**src/rtl/conv_mem_arbiter.sv**
```systemverilog
`timescale 1ns/1ps
`default_nettype none
// ============================================================================
// Module   : conv_mem_arbiter
// Purpose  : Shares the single-port data memory between the convolution
//            engine requesters (0 = filter loader, 1 = IFM buffer loader,
//            2 = OFM writer). Whole bursts are granted round-robin; the
//            granted requester's address, write enable and write data are
//            steered combinationally to the memory port. Read data arrives
//            one cycle after a read beat and goes back to the requester that
//            issued it.
// Ports    : clk, rst_n          - clock, asynchronous active-low reset
//            req/we_req/last_req - per-requester request, write, last beat
//            addr_req/wdata_req  - flattened per-requester address / data
//            gnt                 - registered one-hot burst grant
//            mem_en/mem_we/mem_addr/mem_wdata/mem_rdata - memory port
//            rdata/rvalid        - shared read data, one-hot read valid
//            busy                - a burst is in progress
// Revision : 1.0 - initial release
// ============================================================================
module conv_mem_arbiter #(
  parameter int NREQ     = 3,
  parameter int ADDR_W   = 10,
  parameter int DATA_W   = 8,
  parameter int IDLE_MAX = 4
) (
  input  logic                     clk,
  input  logic                     rst_n,
  input  logic [NREQ-1:0]          req,
  input  logic [NREQ-1:0]          we_req,
  input  logic [NREQ-1:0]          last_req,
  input  logic [NREQ*ADDR_W-1:0]   addr_req,
  input  logic [NREQ*DATA_W-1:0]   wdata_req,
  output logic [NREQ-1:0]          gnt,
  output logic                     mem_en,
  output logic                     mem_we,
  output logic [ADDR_W-1:0]        mem_addr,
  output logic [DATA_W-1:0]        mem_wdata,
  input  logic [DATA_W-1:0]        mem_rdata,
  output logic [DATA_W-1:0]        rdata,
  output logic [NREQ-1:0]          rvalid,
  output logic                     busy
);

  localparam int IDX_W   = (NREQ > 1) ? $clog2(NREQ) : 1;
  localparam int STALL_W = $clog2(IDLE_MAX + 1);

  typedef enum logic [0:0] {
    ST_IDLE  = 1'b0,
    ST_BURST = 1'b1
  } state_t;

  state_t              state_q, state_d;
  logic [NREQ-1:0]     gnt_q, gnt_d;
  logic [IDX_W-1:0]    rr_ptr_q, rr_ptr_d;
  logic [STALL_W-1:0]  stall_q, stall_d;
  logic [NREQ-1:0]     rvalid_q, rvalid_d;
  logic [DATA_W-1:0]   rdata_q, rdata_d;

  logic                win_found;
  logic [IDX_W-1:0]    win_idx;
  logic [IDX_W-1:0]    cand;
  logic                beat;
  logic [STALL_W-1:0]  stall_inc;

  // Round-robin search: first asserted request after the last winner.
  // rr_ptr_q also doubles as the granted index while a burst is active.
  always_comb begin
    win_found = 1'b0;
    win_idx   = rr_ptr_q;
    cand      = '0;
    for (int k = 1; k <= NREQ; k++) begin
      cand = IDX_W'((int'(rr_ptr_q) + k) % NREQ);
      if (!win_found && req[cand]) begin
        win_found = 1'b1;
        win_idx   = cand;
      end
    end
  end

  // Memory port steering; all fields forced to zero when no beat happens.
  always_comb begin
    beat      = (state_q == ST_BURST) && req[rr_ptr_q];
    mem_en    = beat;
    mem_we    = 1'b0;
    mem_addr  = '0;
    mem_wdata = '0;
    if (beat) begin
      mem_we    = we_req[rr_ptr_q];
      mem_addr  = addr_req[int'(rr_ptr_q)*ADDR_W +: ADDR_W];
      mem_wdata = wdata_req[int'(rr_ptr_q)*DATA_W +: DATA_W];
    end
  end

  // Next-state logic for the burst FSM and read-return pipeline.
  always_comb begin
    state_d   = state_q;
    gnt_d     = gnt_q;
    rr_ptr_d  = rr_ptr_q;
    stall_d   = stall_q;
    rvalid_d  = '0;
    rdata_d   = rdata_q;
    stall_inc = stall_q + STALL_W'(1);

    case (state_q)
      ST_IDLE: begin
        if (win_found) begin
          state_d         = ST_BURST;
          gnt_d           = '0;
          gnt_d[win_idx]  = 1'b1;
          rr_ptr_d        = win_idx;
          stall_d         = '0;
        end
      end
      ST_BURST: begin
        if (beat) begin
          stall_d = '0;
          if (last_req[rr_ptr_q]) begin
            state_d = ST_IDLE;
            gnt_d   = '0;
          end
        end else if (stall_inc == STALL_W'(IDLE_MAX)) begin
          // Requester went quiet too long: abandon the burst.
          state_d = ST_IDLE;
          gnt_d   = '0;
          stall_d = '0;
        end else begin
          stall_d = stall_inc;
        end
      end
      default: begin
        state_d = ST_IDLE;
        gnt_d   = '0;
      end
    endcase

    if (beat && !we_req[rr_ptr_q]) begin
      rvalid_d[rr_ptr_q] = 1'b1;
    end

    // Remember the returned word so rdata holds between pulses.
    if (|rvalid_q) begin
      rdata_d = mem_rdata;
    end
  end

  always_ff @(posedge clk or negedge rst_n) begin
    if (!rst_n) begin
      state_q  <= ST_IDLE;
      gnt_q    <= '0;
      rr_ptr_q <= IDX_W'(NREQ - 1);
      stall_q  <= '0;
      rvalid_q <= '0;
      rdata_q  <= '0;
    end else begin
      state_q  <= state_d;
      gnt_q    <= gnt_d;
      rr_ptr_q <= rr_ptr_d;
      stall_q  <= stall_d;
      rvalid_q <= rvalid_d;
      rdata_q  <= rdata_d;
    end
  end

  // Memory read latency is one cycle, so the return pulse passes the
  // memory output straight through in the cycle it is valid.
  assign gnt    = gnt_q;
  assign rvalid = rvalid_q;
  assign rdata  = (|rvalid_q) ? mem_rdata : rdata_q;
  assign busy   = (state_q == ST_BURST);

endmodule
`default_nettype wire
```
**config.mk**
```make
export PLATFORM = sky130hd
export DESIGN_NAME = conv_mem_arbiter
export DESIGN_NICKNAME = d
export VERILOG_FILES = /design/src/rtl/conv_mem_arbiter.sv
export SDC_FILE = /design/constraint.sdc
export NUM_CORES = 1
export LEC_CHECK = 0
export CAP_MARGIN = 0
export CORE_ASPECT_RATIO = 0.9
export CORE_MARGIN = 3
export CORE_UTILIZATION = 30
export DETAILED_ROUTE_END_ITERATION = 10
export HOLD_SLACK_MARGIN = 0.02
export PLACE_DENSITY = 0.72
export SYNTH_ARGS = -nofsm -noshare
export SYNTH_HDL_FRONTEND = slang
export SYNTH_SLANG_ARGS = --single-unit
```
**constraint.sdc**
```tcl
create_clock -name clk -period 3.3 [get_ports clk]
set_input_delay 0.495 -clock clk [delete_from_list [all_inputs] [get_ports clk]]
set_output_delay 0.495 -clock clk [all_outputs]
set_load 0.01 [all_outputs]
```
Word level (Yosys, flattened, before mapping)
Cells that the tools add are included.
{"block": "totals", "regBits": 20, "inputBits": 73, "output_inout_bits": 35, "wordCells": 81}
{"block": "op_classes", "add_sub_neg": 4, "mul": 1, "div_mod_pow": 3, "magnitude_cmp": 7, "n_eq_ne": 4, "shifts": 2, "mux": 41, "n_bitwise": 1, "reduce_logical": 12}
{"op": "$mod A32 B3 Y32 const B", "count": 3}
{"op": "$shiftx A30 B7 Y10", "count": 1}
{"op": "$mux W3", "count": 8}
{"op": "$shiftx A24 B6 Y8", "count": 1}
{"op": "$mux W1", "count": 16}
{"op": "$mux W8", "count": 2}
{"op": "$lt A2 B3 Y1 const B", "count": 5}
{"op": "$bmux W1 S2", "count": 6}
{"op": "$pmux W3 S2", "count": 2}
{"op": "$mux W10", "count": 1}
{"op": "$add A2 B2 Y3 const B", "count": 2}
{"op": "$logic_and A1 B1 Y1", "count": 6}
{"op": "$mux W2", "count": 3}
{"op": "$mul A2 B3 Y5 const B", "count": 1}
{"op": "$demux W1 S2", "count": 2}
{"op": "$ge A2 B1 Y1 const B", "count": 2}
{"op": "$add A2 B1 Y3 const B", "count": 1}
{"op": "$add A3 B1 Y3 const B", "count": 1}
{"op": "$eq A3 B3 Y1 const B", "count": 1}
{"op": "$logic_not A1 Y1", "count": 3}
{"op": "$ne A3 B1 Y1 const B", "count": 1}
{"op": "$ne A3 B2 Y1 const B", "count": 1}
{"op": "$reduce_and A3 Y1", "count": 1}
{"op": "$reduce_or A3 Y1", "count": 1}
{"op": "other kinds (4)", "count": 4}

Logic depth before layout (Yosys ltp)
Gate-level depths: netlist of run 1.
{"block": "logic_depth", "word_depth": 17, "ltp_mapped": 12, "depth_no_buf": 8}

Worst setup path after synthesis of run 1
No wires, ideal clock.
{"block": "synth_timing", "path_type": "register to register", "start": "register rr_ptr_q[1]", "end": "register rr_ptr_q[0]", "setup_time_ns": 0.125, "arrival_ns": 2.813, "t_required_ns": 3.175, "setup_slack_ns": 0.362, "stages_incl_launch_ff": 13, "n_path_buf": 4, "synth_period_minus_slack_ns": 2.938, "cell_sequence": "dfstp_2 > buf_2 > buf_2 > buf_2 > inv_1 > ha_1 > buf_6 > mux2i_1 > o21ai_1 > o32ai_2 > nor3_1 > nor3_2 > mux2_4"}
{"block": "synth_between", "elab_chain_cells": 12, "word_cells_on_any_way": 23, "cone_classes": "add/sub (3); div (3); mux (12); reduce/logical (5)"}
{"element": "from (decl)", "line": "55", "source": "logic [IDX_W-1:0] rr_ptr_q, rr_ptr_d;"}
{"element": "from (signal assigned)", "line": "151", "source": "rr_ptr_q <= IDX_W'(NREQ - 1);"}
{"element": "from (signal assigned)", "line": "158", "source": "rr_ptr_q <= rr_ptr_d;"}
{"element": "$add A2 B1 Y3", "line": "73", "source": "cand = IDX_W'((int'(rr_ptr_q) + k) % NREQ);"}
{"element": "$mod A32 B3 Y32", "line": "73"}
{"element": "$bmux W1 S2", "line": "74", "source": "if (!win_found && req[cand]) begin"}
{"element": "$mux W1 (implied by the code)", "line": "74"}
{"element": "$mux W1", "line": "74"}
{"element": "$logic_not A1 Y1", "line": "74"}
{"element": "$logic_and A1 B1 Y1", "line": "74"}
{"element": "$mux W1", "line": "74"}
{"element": "$logic_not A1 Y1", "line": "74"}
{"element": "$logic_and A1 B1 Y1", "line": "74"}
{"element": "$mux W1", "line": "74"}
{"element": "$reduce_and A2 Y1 (no line)"}
Several ways; a longest one is shown, not always the timed one. The select of a mux whose other input is x is not followed.
A chain may end at the register's enable or synchronous reset.

Final worst setup path of run 1
{"block": "layout_timing", "start": "input req[2]", "end": "output mem_addr[5]"}
{"block": "layout_between", "elab_chain_cells": 4}
{"element": "from (decl)", "line": "29", "source": "input logic [NREQ-1:0] req,"}
{"element": "$bmux W1 S2", "line": "83", "source": "beat = (state_q == ST_BURST) && req[rr_ptr_q];"}
{"element": "$mux W1 (implied by the code)", "line": "83"}
{"element": "$logic_and A1 B1 Y1", "line": "83"}
{"element": "$mux W10", "line": "88", "source": "if (beat) begin"}
{"element": "to (decl)", "line": "37", "source": "output logic [ADDR_W-1:0] mem_addr,"}
Every way passes these cells. The select of a mux whose other input is x is not followed.

==> impl_results.md, run 1 <==
- Footprint of the multi-input gates: 0.00105 sq mm
- Critical Path Max Stage Delay: 0.56 ns
- Cell type of the slowest stage on the worst timing path: clkdlybuf4s50_1
- Yosys top cell area share: 29.1%
- Number of buffer and inverter instances along the worst setup path: 3
- DRC violation count after routing: 0
- Total die area: 0.00637 sq mm
- Per-instance average area after synthesis: 8.55 sq um
- Sequential-to-total area share from yosys stat: 30.7%
- Required @ worst endpoint: 2.80 ns
- Source-to-sink clock delay at the later pin of the worst-skew pair: 0.26 ns
- Pin count of the biggest net entering global routing: 24
- Tightest Pin Transition: 0.859 ns
- Period utilization: 88.5%
- Number of input and output port buffers inserted: 107
- Antenna violations before repair: 0
- Most frequent cells in the layout: 107 x clkdlybuf4s50_1, 42 x nor2_1, 23 x mux2i_1, 23 x a21oi_1, 19 x dfrtp_1
- Drt first pass iters: 4
- Cells traversed along the worst timing path: clkdlybuf4s50_1 -> mux2i_1 -> o2bb2ai_1 -> nand2_1 -> buf_4 -> nor2_1 -> clkdlybuf4s50_1
- Warnings, synthesis: 0
- Cts hold-fix bufs: 0
- Post-synth design cell area: 0.00163 sq mm
- Leftover overflow at the end of global routing: 0
- Final layout net count: 377
- Antenna violation net count after detailed routing: 0
- Buffer count from post-CTS setup fixing: 0
- Vias/cell: 4.84
- Leakage Power: 1.16 nW
- Sinks on the clock net: 20
- Crit path max fanout: 21
- Most frequent standard cell in the layout excluding fill and tap cells: clkdlybuf4s50_1
- Number of fill cells: 474
- Global-route wire length before repair: 8090 um
- Skew final: 0.00160 ns
- Status: finished clean
- Top cell type by total area after synthesis: dfrtp_1
- Final Max Tran Viols: 0
- Fin Setup TNS: 0 ns
- GR Util All Layers: 15.2%
- Total half-perimeter wirelength after legalization and detailed placement: 4060 um
- Die height: 76.0 um
- Number of distinct library cells after synthesis: 42
- Critical Setup Path Class: in2out
- Inserted Clock Buffers: 3
- Buffer levels on the longest clock path: 2
- Number of nets in the synthesized netlist: 271
- Initial core utilization: 32.4%
- Fraction of final layout cells with drive strength greater than 1: 8.78%
- Number of global-route vias before repair: 1,802
- Iter 0 DRT Violations: 28
- Cells on Worst Hold Path: 1
- Kind of cell with the highest combined delay on the critical path: buffers and inverters
- TritonCTS clock tree: built
- Core ar.: 0.00504 sq mm
- Crit. End Element: primary output
- I/O Pins: 108
- Clock root buffer: clkbuf_8
- Endpoints failing setup: 0
- Maximum vdd ir drop: 412 uV
- RSZ-0062 raised after global routing: false
- Sequential cell area in the final layout: 502 sq um
- Data arrival time at the worst-slack endpoint: 2.43 ns
- Critical R2R Capture: gnt[1]$_DFFE_PN0P_
- Number of hold-slack violations in the final timing report: 0
- Setup slack of the most critical reg-to-reg path: 0.57 ns
- Startpoint of the most critical register-to-register path: rr_ptr_q[1]$_DFFE_PN1P_
- Highest achievable clock rate: 0.342 GHz
- Overall power consumption: 2.31 mW
- Clock-pin slew on the worst setup and hold paths: 0.07 ns
- Max-slew headroom at the worst pin: 42.5%
- Number of resized instances in the post-cts repair step: 0
- Max-cap violation count: 0
- Post-route minimum period: 2.92 ns
- Startpoint class of the critical path: input pin
- Width of the chip: 83.8 um
- WL/cell: 13.8 um
- Cell depth of the worst flop-to-flop path: 7
- Total via count in the routed design: 1,746
- Post-Synthesis Cells: 191
- Wire length after detailed routing: 4980 um
- Gp weighted congestion: 0.831
- Number of levels in the clock H-tree: 1
- FP Rows: 24
- Antenna diode count: 0
- CP most frequent cell: clkdlybuf4s50_1
- Leading cell types by total area after synthesis: dfrtp_1 29%, mux2i_1 14%, nor2_1 9.7%
- Power Density: 823 mW/mm^2
- Synth Register Bits: 20
- Hold Startpoint: gnt[2]$_DFFE_PN0P_
- Type of the tightest min-delay check: reg2reg
- Worst Hold Endpoint: gnt[2]$_DFFE_PN0P_
- Synth-to-layout area growth: 72.0%
worst max path at each step:
stage                                  from                 endpoint  slack (ns)  cells past startpoint
global placement                     req[2]                   mem_we        0.40                      7
detailed placement                   req[2]             mem_wdata[3]        0.37                      7
global route                         req[2]             mem_wdata[4]        0.18                      7
CTS                                  req[2]                   mem_we        0.36                      7
floorplan           rr_ptr_q[1]$_DFFE_PN1P_  rr_ptr_q[0]$_DFFE_PN0P_        0.36                     12
finish                               req[2]              mem_addr[5]        0.38                      7
power breakdown:
group | switching, mW | internal (mW)
clock network | 0.0769 | 0.0859
registers | 0.0757 | 0.354
logic | 0.831 | 0.889
cell usage after synthesis (all sizes together):
cell	instances
inv	7
nand3	2
a211o	1
a21bo	1
dfrtp	19
o21ai	7
buf	7
nor3	5
xor2	1
or2b	1
clkbuf	3
o211ai	1
dfstp	1
a211oi	1
mux2i	25
or2	1
nor2b	3
ha	7
a21oi	23
mux2	9
o31ai	1
nand2b	2
o22ai	2
nor2	43
nand2	6
and2	4
o32ai	1
o2bb2ai	2
a22o	1
nor3b	1
nor4b	1
nor4	1
a21o	1
kinds of logic (layout without fill, tap and decap cells):
group	Yosys count	count (layout)	share of synthesized area (%)
DFF	20	20	30.7
muxes	34	34	22.8
and+or+nand+nor	70	70	20.3
adders and majority gates	7	7	5.36
buffers and inverters	17	122	4.75
AOI/OAI and AO/OA	42	42	15.6
xor gates and xnor gates	1	1	0.536
per-layer routing:
metal | vias to the layer above | track usage, % | wire (um)
met5 | - | 0 | 0
met4 | 0 | 4.18 | 57
met3 | 6 | 6.49 | 545
met2 | 80 | 26.1 | 2350
met1 | 788 | 17.3 | 2030
li1 | 872 | - | -
sequential cells by signal, summed over array words and instances (netlist names):
| register | count |
|---|---|
| rvalid | 3 |
| stall_q | 3 |
| rr_ptr_q | 2 |
| gnt | 3 |
| rdata_q | 8 |
| busy | 1 |
final cells by class:
class / count / share of cell area, %
multi-input cells: 154 / 37.5
repair buffers: 111 / 39.2
flip-flops and latches: 20 / 17.9
clock buffers: 4 / 1.60
well taps: 65 / 2.90
inverters: 7 / 0.935
stage by stage:
| stage | area [sq um] | hold WS (ns) | std cells | utilization [%] | worst slack, ns |
|---|---|---|---|---|---|
| 2_1_floorplan | 1630 | 0.199 | 191 | - | 0.362 |
| 3_3_place_gp | 2760 | 0.474 | 357 | 54.8 | 0.398 |
| 3_5_place_dp | 2760 | 0.476 | 357 | 54.8 | 0.366 |
| 4_1_cts | 2810 | 0.492 | 361 | 55.7 | 0.358 |
| 5_1_grt | 2810 | 0.512 | 361 | 55.7 | 0.184 |
| 6_report | 2810 | 0.487 | 361 | 55.7 | 0.379 |
(Power assumes the default switching activity.)
==> inputs of run 2 (changes only) <==
--- a/config.mk
+++ b/config.mk
@@ -12,6 +12,7 @@
 export DETAILED_ROUTE_END_ITERATION = 10
 export HOLD_SLACK_MARGIN = 0.02
 export PLACE_DENSITY = 0.72
+export SKIP_CTS_REPAIR_TIMING = 1
 export SYNTH_ARGS = -nofsm -noshare
 export SYNTH_HDL_FRONTEND = slang
 export SYNTH_SLANG_ARGS = --single-unit
==> constraint.sdc (replaced) <==
create_clock -name clk -period 3 [get_ports clk]
set_input_delay 0.45 -clock clk [delete_from_list [all_inputs] [get_ports clk]]
set_output_delay 0.45 -clock clk [all_outputs]
set_load 0.01 [all_outputs]
==> impl_results.md, run 2 (synthesis results as in run 1) <==
- Leakage Power: 1.18 nW
- Leftover overflow at the end of global routing: 0
- Kind of cell with the highest combined delay on the critical path: buffers and inverters
- Cell type of the slowest stage on the worst timing path: dfrtp_1
- Endpoints failing setup: 0
- Width of the chip: 83.8 um
- Crit. End Element: primary output
- GR Util All Layers: 14.7%
- RSZ-0062 raised after global routing: false
- Type of the tightest min-delay check: reg2reg
- Critical Setup Path Class: reg2out
- Iter 0 DRT Violations: 45
- Fin Setup TNS: 0 ns
- Max-slew headroom at the worst pin: 41.6%
- Post-route setup slack: 0.242 ns
- Number of hold-slack violations in the final timing report: 0
- Overall power consumption: 2.59 mW
- Register with the highest flop count: rdata_q
- Wire length after detailed routing: 4940 um
- Number of global-route vias before repair: 1,700
- Period utilization: 91.9%
- Utilization after layout: 56.3%
- Most frequent standard cell in the layout excluding fill and tap cells: clkdlybuf4s50_1
- Power Density: 911 mW/mm^2
- Die height: 76.0 um
- Cells traversed along the worst timing path: nor2b_1 -> buf_4 -> o2bb2ai_1 -> nand2_1 -> buf_4 -> nor2_1 -> clkdlybuf4s50_1
- Status: finished clean
- Total die area: 0.00637 sq mm
- Clock root buffer: clkbuf_8
- Post-DP Area: 0.00279 sq mm
- Core ar.: 0.00504 sq mm
- Maximum vdd ir drop: 437 uV
- Crit path max fanout: 21
- Worst setup slack after placement: 0.281 ns
- Antenna violations before repair: 0
- Total half-perimeter wirelength after legalization and detailed placement: 4080 um
- Skew final: 0.00150 ns
- Source-to-sink clock delay at the later pin of the worst-skew pair: 0.25 ns
- Number of buffer and inverter instances along the worst setup path: 3
- Gp weighted congestion: 0.792
- Final Max Tran Viols: 0
- Number of levels in the clock H-tree: 1
- Number of input and output port buffers inserted: 107
- Pin count of the biggest net entering global routing: 22
- WL/cell: 13.6 um
- TritonCTS clock tree: built
- Global-route wire length before repair: 7910 um
- Critical Path Max Stage Delay: 0.60 ns
- Tightest Pin Transition: 0.873 ns
- Fraction of final layout cells with drive strength greater than 1: 10.0%
- Highest achievable clock rate: 0.363 GHz
- Required @ worst endpoint: 2.55 ns
- Inserted Clock Buffers: 3
- Antenna diode count: 0
- Total via count in the routed design: 1,711
- Clock-pin slew on the worst setup and hold paths: 0.07 ns
- Buffer levels on the longest clock path: 2
- Initial core utilization: 32.4%
- I/O Pins: 108
- DRC violation count after routing: 0
- Flip-flop count of the largest register after layout: 8
- Max-cap violation count: 0
- Final layout net count: 380
- Drt first pass iters: 4
- Data arrival time at the worst-slack endpoint: 2.31 ns
- FP Rows: 24
- Vias/cell: 4.70
- Startpoint class of the critical path: flip-flop
- Synth-to-layout area growth: 74.0%
- Post-route cell area: 0.00284 sq mm
- Post-route minimum period: 2.76 ns
- Sinks on the clock net: 20
- Most frequent cells in the layout: 107 x clkdlybuf4s50_1, 42 x nor2_1, 23 x mux2i_1, 23 x a21oi_1, 19 x dfrtp_1
- CP most frequent cell: buf_4
- Antenna violation net count after detailed routing: 0
- Number of fill cells: 463
-- run 2: cell count changes in the layout (fill, tap and decap cells not counted), sizes merged --
| cell | delta |
|---|---|
| buf | +3 |
-- run 2: report_power, final --
group	leakage (nW)	internal, mW	switching [mW]
Clock	0.0288	0.117	0.0841
Sequential	0.247	0.388	0.0787
Combinational	0.900	1.00	0.919
Total	1.18	1.51	1.08
-- run 2: final timing paths --
check | start | endpoint | slack [ns] | cells after the start
hold reg to reg | gnt[0]$_DFFE_PN0P_ | gnt[0]$_DFFE_PN0P_ | 0.50 | 1
min in group asynchronous | rst_n | rvalid[0]$_DFF_PN0_ | 0.69 | 1
hold / removal | gnt[0]$_DFFE_PN0P_ | gnt[0]$_DFFE_PN0P_ | 0.50 | 1
setup reg to reg | rr_ptr_q[0]$_DFFE_PN0P_ | rr_ptr_q[0]$_DFFE_PN0P_ | 0.34 | 8
setup / recovery | rr_ptr_q[0]$_DFFE_PN0P_ | mem_wdata[7] | 0.24 | 7
max in group asynchronous | rst_n | rdata_q[4]$_DFF_PN0_ | 1.77 | 1
-- run 2: final cells by class --
| cell class | instances | area (sq um) | share of cell area [%] |
|---|---|---|---|
| Clock buffer | 4 | 55.1 | 1.94 |
| Inverter | 7 | 26.3 | 0.925 |
| Multi-Input combinational cell | 154 | 1050 | 37.1 |
| Sequential cell | 20 | 502 | 17.7 |
| Tap cell | 65 | 81.3 | 2.86 |
| Timing Repair Buffer | 114 | 1120 | 39.5 |
-- run 2: metal layers --
layer	part of all wire [%]	global-route usage [%]
met5	0	0
met4	0	1.45
met3	8.3	4.32
met2	47	25.6
met1	44	18.5
-- run 2: per-stage QoR --
| step | instances | hold slack [ns] |
|---|---|---|
| after global placement | 360 | 0.475 |
| final | 364 | 0.499 |
| after CTS | 364 | 0.503 |
| after global routing | 364 | 0.510 |
| after detailed placement | 360 | 0.481 |
| after floorplan | 191 | 0.154 |
==> inputs of run 3 (changes only) <==
--- a/config.mk
+++ b/config.mk
@@ -9,6 +9,7 @@
 export CORE_ASPECT_RATIO = 0.9
 export CORE_MARGIN = 3
 export CORE_UTILIZATION = 30
+export CTS_CLUSTER_DIAMETER = 40
 export DETAILED_ROUTE_END_ITERATION = 10
 export HOLD_SLACK_MARGIN = 0.02
 export PLACE_DENSITY = 0.72
==> results of run 3 <==
The final DEF is identical to that of run 2; final timing and power are the same.
